$ cat config.mk
export PLATFORM = sky130hd
export DESIGN_NAME = spi_regbank
export DESIGN_NICKNAME = d
export VERILOG_FILES = /design/src/rtl/spi_regbank.sv
export SDC_FILE = /design/constraint.sdc
export NUM_CORES = 2
export LEC_CHECK = 0
export ABC_AREA = 1
export CORE_AREA = 4 4 430 432
export DETAILED_ROUTE_END_ITERATION = 7
export DIE_AREA = 0 0 434 436
export GPL_TIMING_DRIVEN = 0
export PLACE_DENSITY = 0.56
export SLEW_MARGIN = 15
export SYNTH_ARGS = -nofsm -noshare
export SYNTH_HDL_FRONTEND = slang
export SYNTH_SLANG_ARGS = --single-unit
$ cat constraint.sdc
create_clock -name Clk -period 5.3 [get_ports Clk]
set_clock_uncertainty 0.15 [all_clocks]
set_input_delay 0.795 -clock Clk [delete_from_list [all_inputs] [get_ports Clk]]
set_output_delay 0.795 -clock Clk [all_outputs]
set_load 0.005 [all_outputs]
$ cat src/rtl/spi_regbank.sv
// rtl/spi_regbank.sv - SPI-facing register bank: RW command regs, RO status snapshots, comms watchdog.
module spi_regbank #(
  parameter int          N_RW        = 16,
  parameter int          N_RO        = 16,
  parameter int          WDOG_CYCLES = 5000000,
  parameter logic [15:0] WDOG_MASK   = 16'h000F,
  parameter logic [31:0] BLOCK_ID    = 32'h454C4D45
) (
  input  logic                Clk,
  input  logic                Reset_n,
  input  logic [7:0]          Data_Addr,
  input  logic [31:0]         data_fromPI,
  input  logic                RAM_we,
  output logic [31:0]         Data_Read,
  input  logic [32*N_RO-1:0]  ro_in,
  output logic [32*N_RW-1:0]  rw_out,
  output logic [N_RW-1:0]     wr_pulse,
  output logic                wdog_expired
);

  localparam int             CW      = $clog2(WDOG_CYCLES + 1);
  localparam logic [CW-1:0]  WD_MAX  = CW'(WDOG_CYCLES);
  localparam logic [CW-1:0]  WD_LAST = CW'(WDOG_CYCLES - 1);
  localparam logic [8:0]     RW_END  = 9'(N_RW);
  localparam logic [8:0]     RO_END  = 9'(16 + N_RO);

  // Both banks are sized to the full 16-entry address window; entries beyond
  // N_RW / N_RO are never written and stay at their reset value of zero.
  logic [31:0]   rw     [16];
  logic [31:0]   shadow [16];
  logic [31:0]   wr_cnt;
  logic [1:0]    err;
  logic [CW-1:0] wdog_cnt;
  logic          we_prev;

  logic accept, wr_rw, wr_err, wr_clr, snap, expire;
  logic in_rw, in_ro;

  assign in_rw  = {1'b0, Data_Addr} < RW_END;
  assign in_ro  = ({1'b0, Data_Addr} >= 9'h010) && ({1'b0, Data_Addr} < RO_END);
  assign accept = RAM_we & ~we_prev;
  assign wr_rw  = accept && in_rw;
  assign wr_err = accept && (((Data_Addr >= 8'h10) && (Data_Addr <= 8'h21)) || (Data_Addr >= 8'h24));
  assign wr_clr = accept && (Data_Addr == 8'h22);
  assign snap   = accept && (Data_Addr == 8'h23) && data_fromPI[0];
  // An RW write in the expiry cycle wins and suppresses the expiry entirely.
  assign expire = !wr_rw && (wdog_cnt == WD_LAST);

  always_ff @(posedge Clk or negedge Reset_n) begin
    if (!Reset_n) begin
      for (int i = 0; i < 16; i++) begin
        rw[i]     <= '0;
        shadow[i] <= '0;
      end
      wr_cnt       <= '0;
      err          <= '0;
      wdog_cnt     <= '0;
      wdog_expired <= 1'b0;
      we_prev      <= 1'b0;
      wr_pulse     <= '0;
    end else begin
      we_prev  <= RAM_we;
      wr_pulse <= '0;
      if (accept) wr_cnt <= wr_cnt + 32'd1;
      for (int i = 0; i < N_RW; i++) begin
        if (wr_rw && (Data_Addr[3:0] == 4'(i))) begin
          rw[i]       <= data_fromPI;
          wr_pulse[i] <= 1'b1;
        end else if (expire && WDOG_MASK[i]) begin
          rw[i] <= '0;
        end
      end
      if (snap) begin
        for (int i = 0; i < N_RO; i++) shadow[i] <= ro_in[32*i +: 32];
      end
      // W1C: set sources are ORed in after the clear so set wins.
      err <= (err & ~(wr_clr ? data_fromPI[1:0] : 2'b00)) | {expire, wr_err};
      if (wr_rw) begin
        wdog_cnt     <= '0;
        wdog_expired <= 1'b0;
      end else begin
        if (wdog_cnt != WD_MAX) wdog_cnt <= wdog_cnt + 1'b1;
        if (expire) wdog_expired <= 1'b1;
      end
    end
  end

  always_comb begin
    Data_Read = '0;
    if (in_rw) begin
      Data_Read = rw[Data_Addr[3:0]];
    end else if (in_ro) begin
      Data_Read = shadow[Data_Addr[3:0]];
    end else begin
      case (Data_Addr)
        8'h20:   Data_Read = BLOCK_ID;
        8'h21:   Data_Read = wr_cnt;
        8'h22:   Data_Read = {30'd0, err};
        default: Data_Read = '0;
      endcase
    end
  end

  for (genvar g = 0; g < N_RW; g++) begin : g_out
    assign rw_out[32*g +: 32] = rw[g];
  end

endmodule

==> results.md <==
* Yosys cell types at 29
* Total negative setup slack at -306 ps
* Int Power at 15.4 mW
* GRT Overall Usage at 39.0%
* Syn. warnings at 0
* First-pass GRT wire length at 498 mm
* Final Hold Vio Count at 0
* Sequential share of power at 41.3%
* Mapped Nets at 7,634
* Unrepaired setup endpoints after global routing: no
* Status: finished with violations
* Worst r2r src: we_prev
* Sw Ratio at 28.5%
* P&R area growth vs syn at 37.3%
* Post-CTS setup buffers at 0
* Fill count at 18,930
* Placed instance count at 10,578
* Clk root buf: clkbuf_16
* Die Y at 436 um
* Critical path type: in2out
* Port bufs at 1,114
* H-tree Lvls at 4
* 1st-iter DRT viols at 8,720
* Die area at 0.189 mm^2
* Max VDD drop at 272 uV
* CP max FO at 10
* Io pins at 1,116
* Max Slew Vio Count at 0
* Most frequent cells in the layout: nand2_1, clkdlybuf4s50_1, dfrtp_1
* #FFs+latches synth at 1,099
* Routed Wire Length at 381 mm
* Grt total ovfl at 0
* Post-layout min period at 5480 ps
* Mapped Avg Cell Area at 7.45 um^2
* Via count at 58,903
* CTS tree: built
* Synth area leaders: dfrtp_1, nand2_1, o21ai_0
* Worst Max-Slew Pin Slew at 1280 ps
* Initial antenna violation count at 58
* GPL Wtd Cong at 1.03
* Crit end category: primary output
* Hpwl dp at 298 mm
* Share of total power in combinational logic at 11.6%
* Pwr Density at 297 mW/mm^2
* Final Power at 21.5 mW
* Initial Util at 29.2%
* Fmax achieved at 182 MHz
* # clock sinks at 1,099
* Vias in the first global route at 55,228
* Cell row count at 156
* Core Area at 0.181 mm^2
* Per-cell routed wire length at 35.1 um
* Hold/Removal Path Class: reg2reg
* Net Sw Power at 6.14 mW
* Leakage Power at 35.6 nW
* Worst setup startpoint: Data_Addr[0]
* Slew HR at 14.8%
* Worst Hold Launch: wdog_expired
* Reg clk slew, reported paths at 60 ps
* Share of post-route cells with drive strength above 1 at 6.70%
* DR pass1 iterations at 6
* Clock network fraction of design power at 47.0%
* Die W at 434 um
* Most common cell after layout, fill and taps aside: nand2_1
* Setup ws final at -185 ps
* Post-route DRC at 0
* Clock Latency Late Sink at 820 ps
* CTS buffer count at 137
* Final Cycle Share at 103%
* Vias/cell at 5.43
* Register area share after synthesis at 52.1%
* Pin count of the biggest net entering global routing at 149
* Top cell type's share of synthesized area at 52.1%
* Final setup fails at 4
* Req. time, crit path at 4360 ps
* CP Data Arrival Time at 4540 ps
* Antenna viol nets, final at 0
* Final layout net count at 8,906
* Post-Syn Instances at 7,076
* Post-route insts no fill at 10,857
* Clock tree buffer depth at 3
* Max Cap Violations at 0
* Yosys top cell by area: dfrtp_1
* Failing checks: negative setup slack
* CP Launch Type: input port
* Cell Area, Synth at 0.0527 mm^2
## cells by family (layout without fill, tap and decap cells)
group,Yosys count,after routing,synth area share [%]
other,0,33,0
AOI/OAI and AO/OA,1184,1184,11.3
DFF,1099,1099,52.1
xor gates and xnor gates,31,31,0.515
adders and majority gates,3,3,0.0712
and+or+nand+nor,3652,3652,27.1
buffers and inverters,1107,2485,8.95
## power groups by stage
| stage | clock network [mW] | registers [mW] | logic, mW |
|---|---|---|---|
| after global placement | 0 | 9.08 | 2.35 |
| final | 10.1 | 8.90 | 2.50 |
| after CTS | 10.1 | 8.89 | 2.44 |
| after global routing | 10.5 | 8.91 | 2.59 |
| after detailed placement | 0 | 9.04 | 2.42 |
| after floorplan | 0 | 8.93 | 0.660 |
## per-layer routing
layer | part of all wire [%] | track usage [%] | up-vias
met5 | 0.053 | 0 | -
met4 | 8.5 | 26.4 | 30
met3 | 12 | 14.6 | 948
met2 | 42 | 56.4 | 4110
met1 | 38 | 48.2 | 29200
li1 | - | - | 24615
## metrics by stage
| stage | area (um^2) | hold WS (ps) | setup WS (ps) | util (%) |
|---|---|---|---|---|
| 2_1_floorplan | 52700 | 292 | 2390 | - |
| 3_3_place_gp | 66900 | 317 | -49830 | 37.0 |
| 3_5_place_dp | 67500 | 317 | -1240 | 37.4 |
| 4_1_cts | 72300 | 305 | -2.03 | 40.1 |
| 5_1_grt | 72400 | 338 | 21.7 | 40.1 |
| 6_report | 72400 | 329 | -185 | 40.1 |
## state kept, by name, indices dropped and copies added, names as in the netlist
register	flops
shadow	512
wr_pulse	16
wdog_cnt	23
wr_cnt	32
we_prev	1
err	2
rw_out	512
wdog_expired	1
## critical path: stages
cell and delay, ps:
buf_4 240, clkinv_1 240, buf_2 240, clkbuf_2 550, nand2_1 200, nand2_1 160, nand2_1 90, nand2_1 70
nand2_1 60, nand2_1 120, o21ai_0 810, nand3_1 270, clkdlybuf4s50_1 640
## path summary, 6_finish.rpt
check	endpoint	slack (ps)	cells after the start
max in group asynchronous	shadow[251]	2120	5
min	wdog_expired	330	2
min reg2reg	wdog_expired	330	2
min in group asynchronous	rw_out[43]	440	2
max	Data_Read[4]	-180	13
max reg2reg	shadow[253]	2330	10
## layout make-up
class,count,area [um^2],share of cell area (%)
sequential,1099,27500,38.0
timing repair buffer,1133,11700,16.1
clock inverter,49,718,0.991
inverter,645,2420,3.34
buffer,462,2500,3.46
clock buffer,196,4010,5.53
antenna,33,82.6,0.114
multi-input combinational,4870,20600,28.4
tap,2370,2970,4.09
## cells in the mapped netlist, drive strengths merged
| cell type | number |
|---|---|
| buf | 233 |
| a21oi | 48 |
| o21ai | 1131 |
| nand3 | 244 |
| o211ai | 5 |
| nor3 | 20 |
| clkbuf | 229 |
| ha | 3 |
| nor4 | 2 |
| dfrtp | 1099 |
| inv | 643 |
| xor2 | 25 |
| nand4 | 56 |
| nor2 | 95 |
| xnor2 | 6 |
| nand2 | 3235 |
| clkinv | 2 |
## what timing repair did
action | CTS | global route
hold buffers | 1 | 0
setup endpoints to repair | 31 | 14
resized for setup | 79 | 14
hold endpoints to repair | 124 | 0
(Power assumes the default switching activity.)
